--- src/rtl/ch_cfg_pkg.sv ---
// Shared types and constants for the channel configuration writer.
// Latency: n/a (package only).
// Backpressure: n/a (package only).
package ch_cfg_pkg;

    // Byte-writer FSM encoding
    typedef enum logic [2:0] {
        ST_IDLE  = 3'd0,
        ST_LOAD  = 3'd1,
        ST_WRITE = 3'd2,
        ST_GAP   = 3'd3,
        ST_DONE  = 3'd4
    } state_t;

    // Channel register file byte addresses
    localparam logic [7:0] PN_ORDER     = 8'h00;
    localparam logic [7:0] BIT_RATE_B0  = 8'h01;
    localparam logic [7:0] EDGE_TIME    = 8'h05;
    localparam logic [7:0] AMPLITUDE_B0 = 8'h06;
    localparam logic [7:0] DC_OFFSET_B0 = 8'h08;

    // One queued command: base address, byte count minus one, payload
    typedef struct packed {
        logic [7:0]  addr;
        logic [1:0]  len;
        logic [31:0] data;
    } cmd_t;

    localparam int CMD_W = $bits(cmd_t);

    // Select payload byte idx (byte 0 is the least significant)
    function automatic logic [7:0] cmd_byte(input logic [31:0] data, input logic [1:0] idx);
        logic [7:0] b;
        case (idx)
            2'd0:    b = data[7:0];
            2'd1:    b = data[15:8];
            2'd2:    b = data[23:16];
            default: b = data[31:24];
        endcase
        return b;
    endfunction

    // Target address of byte idx; wraps modulo 256
    function automatic logic [7:0] byte_addr(input logic [7:0] base, input logic [1:0] idx);
        return base + {6'b000000, idx};
    endfunction

endpackage

--- src/rtl/ch_cfg_cmd_fifo.sv ---
// Command FIFO: DEPTH entries of WIDTH bits, read data registered on pop.
// Latency: an entry pushed at edge N is poppable from edge N+1; rd_dat valid after the pop edge.
// Backpressure: full is registered; pushes while full are ignored, pops while empty are ignored.
module ch_cfg_cmd_fifo
    import ch_cfg_pkg::*;
#(
    parameter int DEPTH = 4,
    parameter int WIDTH = CMD_W
) (
    input  logic             CLK_LOW,
    input  logic             reset_n,
    input  logic             wr_vld,
    input  logic [WIDTH-1:0] wr_dat,
    input  logic             rd_en,
    output logic [WIDTH-1:0] rd_dat,
    output logic             full,
    output logic             empty
);

    localparam int AW = (DEPTH > 1) ? $clog2(DEPTH) : 1;

    logic [WIDTH-1:0] mem [DEPTH];
    logic [AW-1:0]    wr_ptr;
    logic [AW-1:0]    rd_ptr;
    logic [AW:0]      count;
    logic [AW:0]      count_nxt;
    logic             push;
    logic             pop;

    assign push = wr_vld && !full;
    assign pop  = rd_en && !empty;

    // Occupancy after this edge; push and pop together leave it unchanged
    always_comb begin
        count_nxt = count;
        if (push && !pop) begin
            count_nxt = count + (AW+1)'(1);
        end else if (pop && !push) begin
            count_nxt = count - (AW+1)'(1);
        end
    end

    // Storage array; no reset needed since flags gate every read
    always_ff @(posedge CLK_LOW) begin
        if (push) begin
            mem[wr_ptr] <= wr_dat;
        end
    end

    // Pointers, occupancy and registered flags; pointers wrap since DEPTH is a power of two
    always_ff @(posedge CLK_LOW or negedge reset_n) begin
        if (!reset_n) begin
            wr_ptr <= '0;
            rd_ptr <= '0;
            count  <= '0;
            full   <= 1'b0;
            empty  <= 1'b1;
        end else begin
            if (push) begin
                wr_ptr <= wr_ptr + AW'(1);
            end
            if (pop) begin
                rd_ptr <= rd_ptr + AW'(1);
            end
            count <= count_nxt;
            full  <= (count_nxt == (AW+1)'(DEPTH));
            empty <= (count_nxt == '0);
        end
    end

    // Head entry captured on pop so the consumer sees it the following cycle
    always_ff @(posedge CLK_LOW or negedge reset_n) begin
        if (!reset_n) begin
            rd_dat <= '0;
        end else if (pop) begin
            rd_dat <= mem[rd_ptr];
        end
    end

endmodule

--- src/rtl/ch_config_writer.sv ---
// Turns queued multi-byte register commands into LSB-first byte writes to the channel register file.
// Latency: first CH_CONFIG_WE in the cycle after edge N+3 for a command accepted at idle edge N.
// Backpressure: cmd_ready = !fifo_full; with CH_CFG_WR_GAP_EN defined a WE-low cycle separates bytes.
module ch_config_writer
    import ch_cfg_pkg::*;
#(
    parameter int FIFO_DEPTH = 4
) (
    input  logic        CLK_LOW,
    input  logic        reset_n,
    input  logic        cmd_valid,
    output logic        cmd_ready,
    input  logic [7:0]  cmd_addr,
    input  logic [1:0]  cmd_len,
    input  logic [31:0] cmd_data,
    output logic        CH_CONFIG_WE,
    output logic [7:0]  CH_CONFIG_ADDR,
    output logic [7:0]  CH_CONFIG_DATA,
    output logic        busy,
    output logic        cmd_done
);

    // State entered after a non-final byte: a spacer cycle lets the
    // receiver's update flag drop between bytes of one command.
`ifdef CH_CFG_WR_GAP_EN
    localparam state_t AFTER_BYTE = ST_GAP;
`else
    localparam state_t AFTER_BYTE = ST_WRITE;
`endif

    state_t     state;
    state_t     state_nxt;
    cmd_t       fifo_wr;
    cmd_t       fifo_rd;
    cmd_t       cur;
    logic       fifo_full;
    logic       fifo_empty;
    logic       fifo_pop;
    logic       load_en;
    logic       idx_inc;
    logic       last_byte;
    logic       we_nxt;
    logic       done_nxt;
    logic [1:0] idx;

    assign fifo_wr   = '{addr: cmd_addr, len: cmd_len, data: cmd_data};
    assign cmd_ready = !fifo_full;
    assign busy      = !fifo_empty || (state != ST_IDLE);
    assign last_byte = (idx == cur.len);

    ch_cfg_cmd_fifo #(
        .DEPTH (FIFO_DEPTH),
        .WIDTH (CMD_W)
    ) u_cmd_fifo (
        .CLK_LOW (CLK_LOW),
        .reset_n (reset_n),
        .wr_vld  (cmd_valid),
        .wr_dat  (fifo_wr),
        .rd_en   (fifo_pop),
        .rd_dat  (fifo_rd),
        .full    (fifo_full),
        .empty   (fifo_empty)
    );

    // FSM state register
    always_ff @(posedge CLK_LOW or negedge reset_n) begin
        if (!reset_n) begin
            state <= ST_IDLE;
        end else begin
            state <= state_nxt;
        end
    end

    // FSM next-state logic
    always_comb begin
        state_nxt = state;
        case (state)
            ST_IDLE: begin
                if (!fifo_empty) begin
                    state_nxt = ST_LOAD;
                end
            end
            ST_LOAD:  state_nxt = ST_WRITE;
            ST_WRITE: state_nxt = last_byte ? ST_DONE : AFTER_BYTE;
            ST_GAP:   state_nxt = ST_WRITE;
            ST_DONE:  state_nxt = ST_IDLE;
            default:  state_nxt = ST_IDLE;
        endcase
    end

    // FSM outputs: FIFO pop, command load, byte-index step, next WE and done
    always_comb begin
        fifo_pop = 1'b0;
        load_en  = 1'b0;
        idx_inc  = 1'b0;
        we_nxt   = 1'b0;
        done_nxt = 1'b0;
        case (state)
            ST_IDLE:  fifo_pop = !fifo_empty;
            ST_LOAD:  load_en  = 1'b1;
            ST_WRITE: begin
                we_nxt  = 1'b1;
                idx_inc = !last_byte;
            end
            ST_DONE:  done_nxt = 1'b1;
            default:  ;
        endcase
    end

    // Working copy of the active command and its byte index
    always_ff @(posedge CLK_LOW or negedge reset_n) begin
        if (!reset_n) begin
            cur <= '0;
            idx <= 2'd0;
        end else if (load_en) begin
            cur <= fifo_rd;
            idx <= 2'd0;
        end else if (idx_inc) begin
            idx <= idx + 2'd1;
        end
    end

    // Registered write port; address and data hold between writes
    always_ff @(posedge CLK_LOW or negedge reset_n) begin
        if (!reset_n) begin
            CH_CONFIG_WE   <= 1'b0;
            CH_CONFIG_ADDR <= 8'h00;
            CH_CONFIG_DATA <= 8'h00;
            cmd_done       <= 1'b0;
        end else begin
            CH_CONFIG_WE <= we_nxt;
            cmd_done     <= done_nxt;
            if (we_nxt) begin
                CH_CONFIG_ADDR <= byte_addr(cur.addr, idx);
                CH_CONFIG_DATA <= cmd_byte(cur.data, idx);
            end
        end
    end

endmodule

--- config.mk ---
export PLATFORM = sky130hd
export DESIGN_NAME = ch_config_writer
export DESIGN_NICKNAME = d
export VERILOG_FILES = /design/src/rtl/ch_cfg_pkg.sv /design/src/rtl/ch_cfg_cmd_fifo.sv /design/src/rtl/ch_config_writer.sv
export SDC_FILE = /design/constraint.sdc
export NUM_CORES = 1
export LEC_CHECK = 0
export CAP_MARGIN = 20
export CELL_PAD_IN_SITES_DETAIL_PLACEMENT = 0
export CELL_PAD_IN_SITES_GLOBAL_PLACEMENT = 2
export CORE_MARGIN = 2
export CORE_UTILIZATION = 35
export CTS_BUF_LIST = sky130_fd_sc_hd__clkbuf_4 sky130_fd_sc_hd__clkbuf_8
export CTS_CLUSTER_DIAMETER = 150
export CTS_CLUSTER_SIZE = 20
export DETAILED_ROUTE_END_ITERATION = 8
export GPL_ROUTABILITY_DRIVEN = 0
export PLACE_DENSITY_LB_ADDON = 0.1
export SKIP_LAST_GASP = 1
export SLEW_MARGIN = 20
export SYNTH_ARGS = -nofsm -noshare
export SYNTH_HDL_FRONTEND = slang
export SYNTH_HIERARCHICAL = 1
export SYNTH_SLANG_ARGS = --single-unit
--- constraint.sdc ---
create_clock -name CLK_LOW -period 2.4 [get_ports CLK_LOW]
set_input_delay 0.48 -clock CLK_LOW [delete_from_list [all_inputs] [get_ports CLK_LOW]]
set_output_delay 0.48 -clock CLK_LOW [all_outputs]
set_load 0.005 [all_outputs]
-- After elaboration in Yosys (flattened, before gate mapping)
Memories as Yosys holds them, arrays and structs flattened. A register that Yosys moved wholly into a read port is not among the register bits.
Cells that the tools add are included.
- register bits: 74
- RAM bits: 168
- bits of input ports: 45
- output and inout bits: 20
- logic and storage cells: 62
- memories: 1
- add/subtract/negate cells: 6
- eq/ne operators: 9
- mux-type cells: 15
- reductions and logical operators: 17
- memories (name ; words ; width ; rd ports ; clocked after Yosys merged registers in ; wr ports ; line ; RTL):
    u_cmd_fifo.mem ; 4 ; 42 ; 1 ; 1 ; 1 ; ch_cfg_cmd_fifo.sv:22 ; logic [WIDTH-1:0] mem [DEPTH];
- operators with widths (cell ; count):
    $pmux 8 s3 ; 1
    $mux 3 ; 4
    $pmux 3 s3 ; 1
    $add 8x2->8 ; 1
    $mux 1 ; 7
    $add 2x1->2 const B ; 3
    $eq 3x2->1 const B ; 2
    $eq 3x3->1 const B ; 2
    $logic_not 1->1 ; 6
    $logic_not 3->1 ; 2
    $logic_and 1x1->1 ; 4
    $mux 2 ; 2
    $add 3x1->3 const B ; 1
    $eq 3x1->1 const B ; 1
    $reduce_bool 3->1 ; 1
    $sub 3x1->3 const B ; 1
    $eq 2x1->1 const B ; 1
    $eq 2x2->1 ; 1
    $eq 2x2->1 const B ; 1
    $logic_not 2->1 ; 1
    $ne 2x2->1 const B ; 1
    $reduce_bool 2->1 ; 1
    $reduce_or 2->1 ; 1
    $logic_or 1x1->1 ; 1

-- Logic depth before layout (Yosys ltp)
Gate-level depths: netlist of the first run.
- word-level depth: 7
- gate-level depth with buffers: 6
- mapped depth without buffers: 6

-- Hierarchy
The synthesis of the first run kept the hierarchy.
- by module, submodules not included (module ; times used ; cells an instance ; area an instance (µm²) ; sequential area each (µm²)):
    ch_cfg_cmd_fifo ; 1 ; 451 ; 8192.9 ; 6322.3
    ch_config_writer ; 1 ; 217 ; 2812.7 ; 1626.6

-- Worst setup path after synthesis of the first run
OpenSTA, ideal clock, no wires.
- kind: input to register
- start: input cmd_valid
- end: memory u_cmd_fifo/mem[0][0] in the netlist's numbering (enable)
- library setup time: 0.403 ns
- arrival: 1.753 ns
- data required time: 1.997 ns
- path slack: 0.243 ns
- stages on the path: 3
- buffers on the path: 1
- cell sequence: nor2b_4 buf_6 and2_1
- word-level cells in the longest chain between the ends: 3
- ends and longest elaborated chain (item ; line ; RTL):
    start, declared ; ch_config_writer.sv:11 ; input logic cmd_valid,
    $logic_and 1x1->1 ; ch_cfg_cmd_fifo.sv:30 ; assign push = wr_vld && !full;
    $mux 1 ; ch_cfg_cmd_fifo.sv:45 ; if (push) begin
    $mux 1 (not written as such) ; ch_cfg_cmd_fifo.sv:46 ; mem[wr_ptr] <= wr_dat;
    end, declared ; ch_cfg_cmd_fifo.sv:22 ;
Every way passes these cells.

-- Worst setup path after layout of the first run
- start: register state[1]
- end: output busy
- word-level cells in the longest chain between the ends: 2
- ends and longest elaborated chain (item ; line ; RTL):
    start, declared ; ch_config_writer.sv:31 ; state_t state;
    start signal, assigned ; ch_config_writer.sv:70 ; state <= state_nxt;
    $reduce_bool 3->1 ; ch_config_writer.sv:48 ; assign busy = !fifo_empty || (state != ST_IDLE);
    $logic_or 1x1->1 ; ch_config_writer.sv:48 ;
    end, declared ; ch_config_writer.sv:19 ; output logic busy,
Every way passes these cells.

==> impl_metrics.prom, run 1 <==
# TYPE chip_impl_metric gauge
chip_impl_metric{name="final-hold-violation-count",unit=""} 0
chip_impl_metric{name="final_layout_size_suffix_gt1_share",unit="%"} 20.7
chip_impl_metric{name="drv.max_cap_violation_count",unit=""} 0
chip_impl_metric{name="die_width",unit="um"} 181
chip_impl_info{name="crit_chain",value="nor3_1 > nand2_1 > clkdlybuf4s50_1"} 1
chip_impl_info{name="tritoncts",value="built"} 1
chip_impl_metric{name="port_buffers",unit=""} 64
chip_impl_metric{name="clk_pin_slew",unit="ps"} 130
chip_impl_info{name="setup.worst_path.start",value="state[1]"} 1
chip_impl_metric{name="layout_min_cycle_time",unit="ps"} 2220
chip_impl_metric{name="setup_slack",unit="ps"} 181
chip_impl_metric{name="flow.area_growth_from_synthesis",unit="%"} 14.4
chip_impl_metric{name="period_share",unit="%"} 92.5
chip_impl_metric{name="seqPwrFrac",unit="%"} 49.4
chip_impl_metric{name="p_comb_share",unit="%"} 35.0
chip_impl_info{name="setup.worst_path.start_class",value="flop"} 1
chip_impl_metric{name="synth-seq-area-share",unit="%"} 72.2
chip_impl_metric{name="ys_async_sr_fraction",unit="%"} 40.8
chip_impl_metric{name="via_count",unit=""} 5562
chip_impl_metric{name="final_global_route_overflow_total",unit=""} 0
chip_impl_info{name="postSynth.topFlopCell",value="sky130_fd_sc_hd__edfxtp_1"} 1
chip_impl_metric{name="maximum_resistive_drop_on_vdd",unit="mV"} 0.499
chip_impl_metric{name="first_iter_violations",unit=""} 321
chip_impl_metric{name="cp_num_cells",unit=""} 3
chip_impl_metric{name="die_height",unit="um"} 181
chip_impl_metric{name="power.switching_fraction",unit="%"} 33.6
chip_impl_metric{name="fin_skew",unit="ps"} 33.5
chip_impl_metric{name="clkLatencyLatePin",unit="ps"} 560
chip_impl_metric{name="synth.ff_latch_count",unit=""} 284
chip_impl_metric{name="synth.avg_cell_area",unit="um2"} 16.5
chip_impl_metric{name="grt_usage",unit="%"} 14.0
chip_impl_metric{name="clock_sinks",unit=""} 284
chip_impl_info{name="crit_slowest_cell",value="sky130_fd_sc_hd__dfrtp_1"} 1
chip_impl_metric{name="clk_network_pwr_share",unit="%"} 15.7
chip_impl_info{name="cpLargestDelayFamily",value="flip-flops"} 1
chip_impl_metric{name="tns",unit="ps"} 0
chip_impl_metric{name="crit_path_max_incr_delay",unit="ps"} 470
chip_impl_metric{name="routed_via_density",unit=""} 4.86
chip_impl_metric{name="max-slew-margin-rel",unit="%"} 56.4
chip_impl_metric{name="finalSetupViolations",unit=""} 0
chip_impl_metric{name="total_switching_power",unit="W"} 0.00515
chip_impl_metric{name="ctsLongestPathBuffers",unit=""} 3
chip_impl_metric{name="crit_path_max_fanout",unit=""} 7
chip_impl_info{name="timing.hold.worst.class",value="input port to asynchronous set/reset pin"} 1
chip_impl_info{name="timing.setup.critical_path_class",value="flop to output port"} 1
chip_impl_metric{name="final_net_count",unit=""} 796
chip_impl_metric{name="place_hpwl",unit="mm"} 14.3
chip_impl_metric{name="p_leak",unit="nW"} 4.75
chip_impl_metric{name="die_area",unit="um2"} 32900
chip_impl_metric{name="antenna_left",unit=""} 0
chip_impl_metric{name="cts_buffers",unit=""} 18
chip_impl_metric{name="worst-r2r-setup-slack",unit="ps"} 400
chip_impl_metric{name="synthesized_instance_count",unit=""} 668
chip_impl_metric{name="synth_enable_flop_cells",unit=""} 168
chip_impl_metric{name="floorplan.io_pins",unit=""} 65
chip_impl_info{name="reg2reg_from",value="idx[0]"} 1
chip_impl_metric{name="cts.htree.levels",unit=""} 1
chip_impl_metric{name="pre_cts_slack",unit="ps"} 160
chip_impl_metric{name="reg2reg_depth",unit=""} 5
chip_impl_metric{name="worst_pin_slew",unit="ps"} 655
chip_impl_metric{name="max_freq",unit="GHz"} 0.451
chip_impl_metric{name="drt_pass1_iterations",unit=""} 5
chip_impl_metric{name="yosys_warnings",unit=""} 6
chip_impl_metric{name="grt_max_degree",unit=""} 48
chip_impl_metric{name="grt_antenna_before_repair",unit=""} 0
chip_impl_metric{name="syn_nets",unit=""} 726
chip_impl_metric{name="route.detailed.wl_per_inst",unit="um"} 19.6
chip_impl_metric{name="syn_area",unit="um2"} 11000
chip_impl_metric{name="number_of_gates_given_a_new_drive_strength_after_cts",unit=""} 0
chip_impl_info{name="clockRootBuffer",value="sky130_fd_sc_hd__clkbuf_8"} 1
chip_impl_metric{name="routed_wl",unit="mm"} 22.4
chip_impl_info{name="critical_path.endpoint",value="busy"} 1
chip_impl_metric{name="initial_utilization",unit="%"} 35.8
chip_impl_metric{name="critical_path_arrival",unit="ps"} 1740
chip_impl_metric{name="timing_max_transition_violations_final",unit=""} 0
chip_impl_metric{name="grt_pass1_vias",unit=""} 5899
chip_impl_metric{name="n_antenna_cell",unit=""} 0
chip_impl_metric{name="power_density",unit="nW/um2"} 1220
chip_impl_metric{name="floorplan.core_area",unit="um2"} 30700
chip_impl_metric{name="wire_length_of_the_first_global_routing_pass",unit="mm"} 35.3
chip_impl_metric{name="worst-endpoint-required",unit="ps"} 1920
chip_impl_metric{name="cell_internal_pwr",unit="W"} 0.0102
chip_impl_metric{name="count_of_standard_cell_rows",unit=""} 64
chip_impl_metric{name="ys_types",unit=""} 42
chip_impl_info{name="critical_path.endpoint_type",value="output port"} 1
chip_impl_info{name="grt_setup_unrepaired",value="no"} 1
chip_impl_info{name="critical_path.reg2reg.endpoint",value="CH_CONFIG_DATA[5]"} 1
chip_impl_metric{name="post-route-drc-count",unit=""} 0
chip_impl_info{name="status",value="finished clean"} 1
chip_impl_metric{name="buffers_plus_inverters_on_the_worst_setup_path",unit=""} 1
[worst reg2reg max path: stages (launching register included)]
cell                       delay (ps)
sky130_fd_sc_hd__dfrtp_1          460
sky130_fd_sc_hd__inv_1            120
sky130_fd_sc_hd__ha_1             350
sky130_fd_sc_hd__a222oi_1         360
sky130_fd_sc_hd__o21ai_0          250
sky130_fd_sc_hd__mux2_2           350
[power by group through the flow]
stage                     combinational [W]  clock, W  sequential (W)
after global routing                0.00599   0.00269         0.00776
after global placement              0.00546         0         0.00769
final                               0.00536   0.00240         0.00757
after floorplan                     0.00383         0         0.00731
after detailed placement            0.00551         0         0.00772
after CTS                           0.00553   0.00254         0.00761
[kinds of logic after synthesis]
kind of cell	synth area share [%]
buf+inv	2.10
xor+xnor	0.864
fa+ha+maj	1.55
flops	72.2
simple gates	7.17
mux	13.7
compound gates	2.38
[registers in the layout, indices dropped and copies added (netlist names)]
register           count
cmd_done               1
u_cmd_fifo/wr_ptr      2
u_cmd_fifo/rd_ptr      2
u_cmd_fifo/count       3
u_cmd_fifo/empty       1
u_cmd_fifo/mem       168
CH_CONFIG_WE           1
u_cmd_fifo/full        1
CH_CONFIG_ADDR         8
cur                   42
CH_CONFIG_DATA         8
state                  3
u_cmd_fifo/rd_dat     42
idx                    2
[routing by layer]
metal  global-route usage [%]  routed length [um]
met5                        0                   0
met4                     3.12                 448
met3                     1.81                 704
met2                     24.2               11100
met1                     19.1               10200
[per-stage QoR]
step | cell area [um2] | hold WS (ps) | power, W | util, % | instances
floorplan | 11000 | 184 | 0.0111 | - | 668
global placement | 12200 | 463 | 0.0131 | 39.8 | 1113
detailed placement | 12200 | 458 | 0.0132 | 39.8 | 1113
CTS | 12600 | 477 | 0.0157 | 41.0 | 1145
global route | 12600 | 509 | 0.0164 | 41.0 | 1145
finish | 12600 | 478 | 0.0153 | 41.0 | 1145
[what timing repair did]
| item | in CTS | in global routing |
|---|---|---|
| setup endpoints to repair | 0 | 0 |
| buffers inserted | 0 | 0 |
| hold buffers | 1 | 0 |
| endpoints found under the hold margin | 44 | 0 |
[synthesized netlist by cell type (4+ instances only)]
cell type / count / area, um2
sky130_fd_sc_hd__clkbuf_1: 9 / 33.8
sky130_fd_sc_hd__xnor2_1: 5 / 43.8
sky130_fd_sc_hd__xor2_1: 4 / 35.0
sky130_fd_sc_hd__edfxtp_1: 168 / 5040
sky130_fd_sc_hd__mux2_2: 50 / 563
sky130_fd_sc_hd__buf_1: 4 / 15.0
sky130_fd_sc_hd__nor2_1: 8 / 30.0
sky130_fd_sc_hd__inv_1: 11 / 41.3
sky130_fd_sc_hd__a222oi_1: 8 / 80.1
sky130_fd_sc_hd__buf_6: 6 / 67.6
sky130_fd_sc_hd__nand2_1: 147 / 552
sky130_fd_sc_hd__o21ai_0: 19 / 95.1
sky130_fd_sc_hd__nor3_1: 4 / 20.0
sky130_fd_sc_hd__mux4_2: 42 / 946
sky130_fd_sc_hd__buf_2: 11 / 55.1
sky130_fd_sc_hd__and2_1: 4 / 25.0
sky130_fd_sc_hd__ha_1: 12 / 150
sky130_fd_sc_hd__dfrtp_1: 115 / 2880
[worst min path at each step]
| stage | cells past startpoint | slack (ps) | end |
|---|---|---|---|
| 4_1_cts | 2 | 480 | u_cmd_fifo/wr_ptr[1] |
| 5_1_grt | 2 | 510 | u_cmd_fifo/count[0] |
| 2_1_floorplan | 0 | 180 | CH_CONFIG_ADDR[0] |
| 6_report | 2 | 480 | u_cmd_fifo/count[0] |
| 3_3_place_gp | 2 | 460 | u_cmd_fifo/rd_dat[22] |
| 3_5_place_dp | 2 | 460 | u_cmd_fifo/rd_dat[4] |
[layout by cell type, fill, tap and decap left out, drive strengths merged, types with 2 or more instances in the layout]
| cell | n |
|---|---|
| nor2 | 8 |
| nand3 | 3 |
| clkdlybuf4s50 | 63 |
| edfxtp | 168 |
| nor4 | 2 |
| ha | 12 |
| nor3 | 4 |
| nand3b | 2 |
| nand2b | 3 |
| o21ai | 19 |
| mux4 | 42 |
| mux2 | 50 |
| or3 | 2 |
| nor3b | 3 |
| a21oi | 2 |
| nand2 | 147 |
| or4 | 3 |
| and2 | 4 |
| clkbuf | 29 |
| nand4 | 2 |
| buf | 18 |
| xnor2 | 6 |
| dfrtp | 115 |
| a31oi | 3 |
| inv | 14 |
| xor2 | 4 |
| nor2b | 2 |
| o211ai | 2 |
| a222oi | 8 |
[layout make-up]
cell class	count	area (um2)
clock buffer	29	330
clock inverter	2	25.0
fill	2849	18200
inverter	12	45.0
multi-input combinational	340	2850
sequential	284	7950
tap	396	495
timing repair buffer	82	901
Note: power is estimated with default switching activity, not from simulation.
==> run 2: changes to the inputs <==
--- a/config.mk
+++ b/config.mk
@@ -9,7 +9,7 @@
 export CELL_PAD_IN_SITES_DETAIL_PLACEMENT = 0
 export CELL_PAD_IN_SITES_GLOBAL_PLACEMENT = 2
 export CORE_MARGIN = 2
-export CORE_UTILIZATION = 35
+export CORE_UTILIZATION = 45
 export CTS_BUF_LIST = sky130_fd_sc_hd__clkbuf_4 sky130_fd_sc_hd__clkbuf_8
 export CTS_CLUSTER_DIAMETER = 150
 export CTS_CLUSTER_SIZE = 20
@@ -20,5 +20,4 @@
 export SLEW_MARGIN = 20
 export SYNTH_ARGS = -nofsm -noshare
 export SYNTH_HDL_FRONTEND = slang
-export SYNTH_HIERARCHICAL = 1
 export SYNTH_SLANG_ARGS = --single-unit
==> run 2 against run 1 <==
Net effect: first-iteration DRC count up 51%; flip-flop and latch count unchanged; combinational power is 2% higher; via count increased by 0.67%.
==> impl_metrics.prom, run 2 <==
# TYPE chip_impl_metric gauge
chip_impl_metric{name="syn_area",unit="um2"} 10900
chip_impl_metric{name="cts.htree.levels",unit=""} 1
chip_impl_info{name="setup.worst_path.start_class",value="flop"} 1
chip_impl_metric{name="place_hpwl",unit="mm"} 14.7
chip_impl_metric{name="drt_pass1_iterations",unit=""} 5
chip_impl_metric{name="wire_length_of_the_first_global_routing_pass",unit="mm"} 34.7
chip_impl_metric{name="synth_enable_flop_cells",unit=""} 168
chip_impl_metric{name="hold_slack",unit="ps"} 417
chip_impl_metric{name="clock_sinks",unit=""} 284
chip_impl_info{name="timing.setup.critical_path_class",value="flop to output port"} 1
chip_impl_info{name="tritoncts",value="built"} 1
chip_impl_metric{name="count_of_standard_cell_rows",unit=""} 56
chip_impl_info{name="status",value="finished clean"} 1
chip_impl_metric{name="synthesized_instance_count",unit=""} 672
chip_impl_metric{name="initial_utilization",unit="%"} 46.2
chip_impl_metric{name="antenna_left",unit=""} 0
chip_impl_metric{name="max-slew-margin-rel",unit="%"} 60.1
chip_impl_metric{name="grt_antenna_before_repair",unit=""} 0
chip_impl_metric{name="flow.area_growth_from_synthesis",unit="%"} 14.4
chip_impl_info{name="synthMostInstantiatedCell",value="sky130_fd_sc_hd__edfxtp_1"} 1
chip_impl_metric{name="syn_nets",unit=""} 730
chip_impl_info{name="timing.hold.worst.class",value="input port to asynchronous set/reset pin"} 1
chip_impl_metric{name="clkLatencyLatePin",unit="ps"} 540
chip_impl_metric{name="layout_min_cycle_time",unit="ps"} 2230
chip_impl_metric{name="tns",unit="ps"} 0
chip_impl_info{name="synth_top_cells_by_area",value="sky130_fd_sc_hd__edfxtp_1 46%, sky130_fd_sc_hd__dfrtp_1 26%, sky130_fd_sc_hd__mux4_2 8.7%"} 1
chip_impl_metric{name="port_buffers",unit=""} 64
chip_impl_metric{name="first_iter_violations",unit=""} 486
chip_impl_info{name="clockRootBuffer",value="sky130_fd_sc_hd__clkbuf_8"} 1
chip_impl_metric{name="number_of_gates_given_a_new_drive_strength_after_cts",unit=""} 0
chip_impl_metric{name="die_width",unit="um"} 160
chip_impl_info{name="post_synth_most_frequent_cells",value="168 x sky130_fd_sc_hd__edfxtp_1, 151 x sky130_fd_sc_hd__nand2_1, 115 x sky130_fd_sc_hd__dfrtp_1"} 1
chip_impl_metric{name="crit_path_max_fanout",unit=""} 6
chip_impl_metric{name="final_global_route_overflow_total",unit=""} 0
chip_impl_info{name="postSynth.topFlopCell",value="sky130_fd_sc_hd__edfxtp_1"} 1
chip_impl_metric{name="fin_util",unit="%"} 52.9
chip_impl_metric{name="routed_wl",unit="mm"} 22.0
chip_impl_metric{name="largest_register_ff_count",unit=""} 168
chip_impl_info{name="top_regs",value="u_cmd_fifo.mem: 168 flops, cur: 42 flops, u_cmd_fifo.rd_dat: 42 flops"} 1
chip_impl_metric{name="synth.ff_latch_count",unit=""} 284
chip_impl_metric{name="worst-endpoint-required",unit="ps"} 1920
chip_impl_metric{name="die_area",unit="um2"} 25500
chip_impl_info{name="layout.cells.most_common_list",value="168 x sky130_fd_sc_hd__edfxtp_1, 151 x sky130_fd_sc_hd__nand2_1, 113 x sky130_fd_sc_hd__dfrtp_1, 63 x sky130_fd_sc_hd__clkdlybuf4s50_1"} 1
chip_impl_metric{name="via_count",unit=""} 5599
chip_impl_metric{name="final_layout_size_suffix_gt1_share",unit="%"} 19.6
chip_impl_metric{name="maximum_resistive_drop_on_vdd",unit="mV"} 0.601
chip_impl_metric{name="post-cts-setup-buffers",unit=""} 0
chip_impl_metric{name="final-hold-violation-count",unit=""} 0
chip_impl_metric{name="routed_via_density",unit=""} 5.21
chip_impl_metric{name="hold_buffers",unit=""} 1
chip_impl_metric{name="grt_max_degree",unit=""} 47
chip_impl_metric{name="floorplan.io_pins",unit=""} 65
chip_impl_metric{name="worst_pin_slew",unit="ps"} 599
chip_impl_metric{name="cts_buffers",unit=""} 18
chip_impl_metric{name="floorplan.core_area",unit="um2"} 23600
chip_impl_metric{name="yosys_warnings",unit=""} 0
chip_impl_metric{name="max_freq",unit="GHz"} 0.448
chip_impl_info{name="grt_setup_unrepaired",value="no"} 1
chip_impl_metric{name="post-route-drc-count",unit=""} 0
chip_impl_metric{name="finalSetupViolations",unit=""} 0
chip_impl_metric{name="route.detailed.wl_per_inst",unit="um"} 20.5
chip_impl_metric{name="die_height",unit="um"} 160
chip_impl_metric{name="synth.avg_cell_area",unit="um2"} 16.2
chip_impl_info{name="layout_commonest_cell",value="sky130_fd_sc_hd__edfxtp_1"} 1
chip_impl_metric{name="critical_path_arrival",unit="ps"} 1750
chip_impl_info{name="critical_path.endpoint_type",value="output port"} 1
chip_impl_metric{name="ys_async_sr_fraction",unit="%"} 40.8
chip_impl_metric{name="fraction_of_post_synthesis_cell_area_in_the_top_cell_type_by_area",unit="%"} 46.2
chip_impl_metric{name="timing_max_transition_violations_final",unit=""} 0
chip_impl_metric{name="ctsLongestPathBuffers",unit=""} 3
chip_impl_metric{name="period_share",unit="%"} 93.0
chip_impl_metric{name="fin_skew",unit="ps"} 38.9
chip_impl_metric{name="final_net_count",unit=""} 803
chip_impl_metric{name="p_leak",unit="nW"} 4.76
chip_impl_info{name="regMostFlops",value="u_cmd_fifo.mem"} 1
chip_impl_metric{name="grt_pass1_vias",unit=""} 5726
chip_impl_metric{name="grt_usage",unit="%"} 17.7
chip_impl_info{name="synth.largest_area_cell",value="sky130_fd_sc_hd__edfxtp_1"} 1
chip_impl_metric{name="drv.max_cap_violation_count",unit=""} 0
chip_impl_metric{name="power_density",unit="nW/um2"} 1230
chip_impl_metric{name="clk_pin_slew",unit="ps"} 120
chip_impl_metric{name="synth-seq-area-share",unit="%"} 72.8
chip_impl_metric{name="ys_types",unit=""} 42
chip_impl_metric{name="n_antenna_cell",unit=""} 0
[run 2: cell types whose count changed after synthesis, sizes merged, moves of 4 or more]
cell,delta
clkbuf,+8
xnor2,+4
buf,-7
mux2,-8
nor2,+8
a21oi,+11
inv,-5
nand2,+4
[run 2: layout make-up]
| type | instances | area (um2) |
|---|---|---|
| Clock buffer | 30 | 344 |
| Clock inverter | 1 | 16.3 |
| Fill cell | 1947 | 11100 |
| Inverter | 9 | 35.0 |
| Multi-Input combinational cell | 346 | 2800 |
| Sequential cell | 284 | 7950 |
| Tap cell | 319 | 399 |
| Timing Repair Buffer | 86 | 943 |
[run 2: cell families (layout without fill, tap and decap cells)]
family | Yosys count | in the layout | synth area share [%]
compound gates | 45 | 45 | 2.65
xor+xnor | 14 | 14 | 1.12
fa+ha+maj | 13 | 13 | 1.56
buf+inv | 42 | 126 | 1.65
flops | 284 | 284 | 72.8
mux | 84 | 84 | 13.0
simple gates | 190 | 190 | 7.18
[run 2: power breakdown]
part	internal (W)	leakage, nW	switching (W)
Combinational	0.00262	1.60	0.00285
Clock	0.000929	0.195	0.00143
Sequential	0.00672	2.97	0.000868
[run 2: path summary, 6_finish.rpt]
path / cells after the start / start / end / slack (ps)
max in group asynchronous: 3 / reset_n / u_cmd_fifo.rd_dat[41] / 1380
worst max-delay path: 3 / state[1] / busy / 170
worst min register to register: 2 / CH_CONFIG_ADDR[1] / CH_CONFIG_ADDR[1] / 480
worst max register to register: 5 / state[1] / u_cmd_fifo.empty / 350
min in group CLK_LOW: 2 / CH_CONFIG_ADDR[1] / CH_CONFIG_ADDR[1] / 480
worst min-delay path: 2 / reset_n / cur[10] / 420
[run 2: per-layer routing]
layer | part of all wire [%] | GRT usage, % | routed length [um]
met5 | 0 | 0 | 0
met4 | 1.3 | 3.31 | 289
met3 | 3.9 | 2.36 | 858
met2 | 47 | 26.9 | 10200
met1 | 48 | 27.6 | 10600
[run 2: critical path, cell delays in order, from the launching register on]
cell and delay (ps):
sky130_fd_sc_hd__dfrtp_1 480, sky130_fd_sc_hd__nor3_1 200, sky130_fd_sc_hd__nand2_1 90, sky130_fd_sc_hd__clkdlybuf4s50_1 450
[run 2: per-stage QoR]
stage | instances | total power (W) | area (um2) | setup slack, ps
finish | 1075 | 0.0154 | 12500 | 168
global route | 1075 | 0.0165 | 12500 | 53.7
CTS | 1075 | 0.0157 | 12500 | 104
detailed placement | 1043 | 0.0133 | 12100 | 198
global placement | 1043 | 0.0132 | 12100 | 169
floorplan | 672 | 0.0111 | 10900 | 371
==> run 3: changes to the inputs <==
--- a/config.mk
+++ b/config.mk
@@ -5,7 +5,6 @@
 export SDC_FILE = /design/constraint.sdc
 export NUM_CORES = 1
 export LEC_CHECK = 0
-export CAP_MARGIN = 20
 export CELL_PAD_IN_SITES_DETAIL_PLACEMENT = 0
 export CELL_PAD_IN_SITES_GLOBAL_PLACEMENT = 2
 export CORE_MARGIN = 2
==> results of run 3 <==
No change in the layout: final DEF, timing and power equal those of run 2.
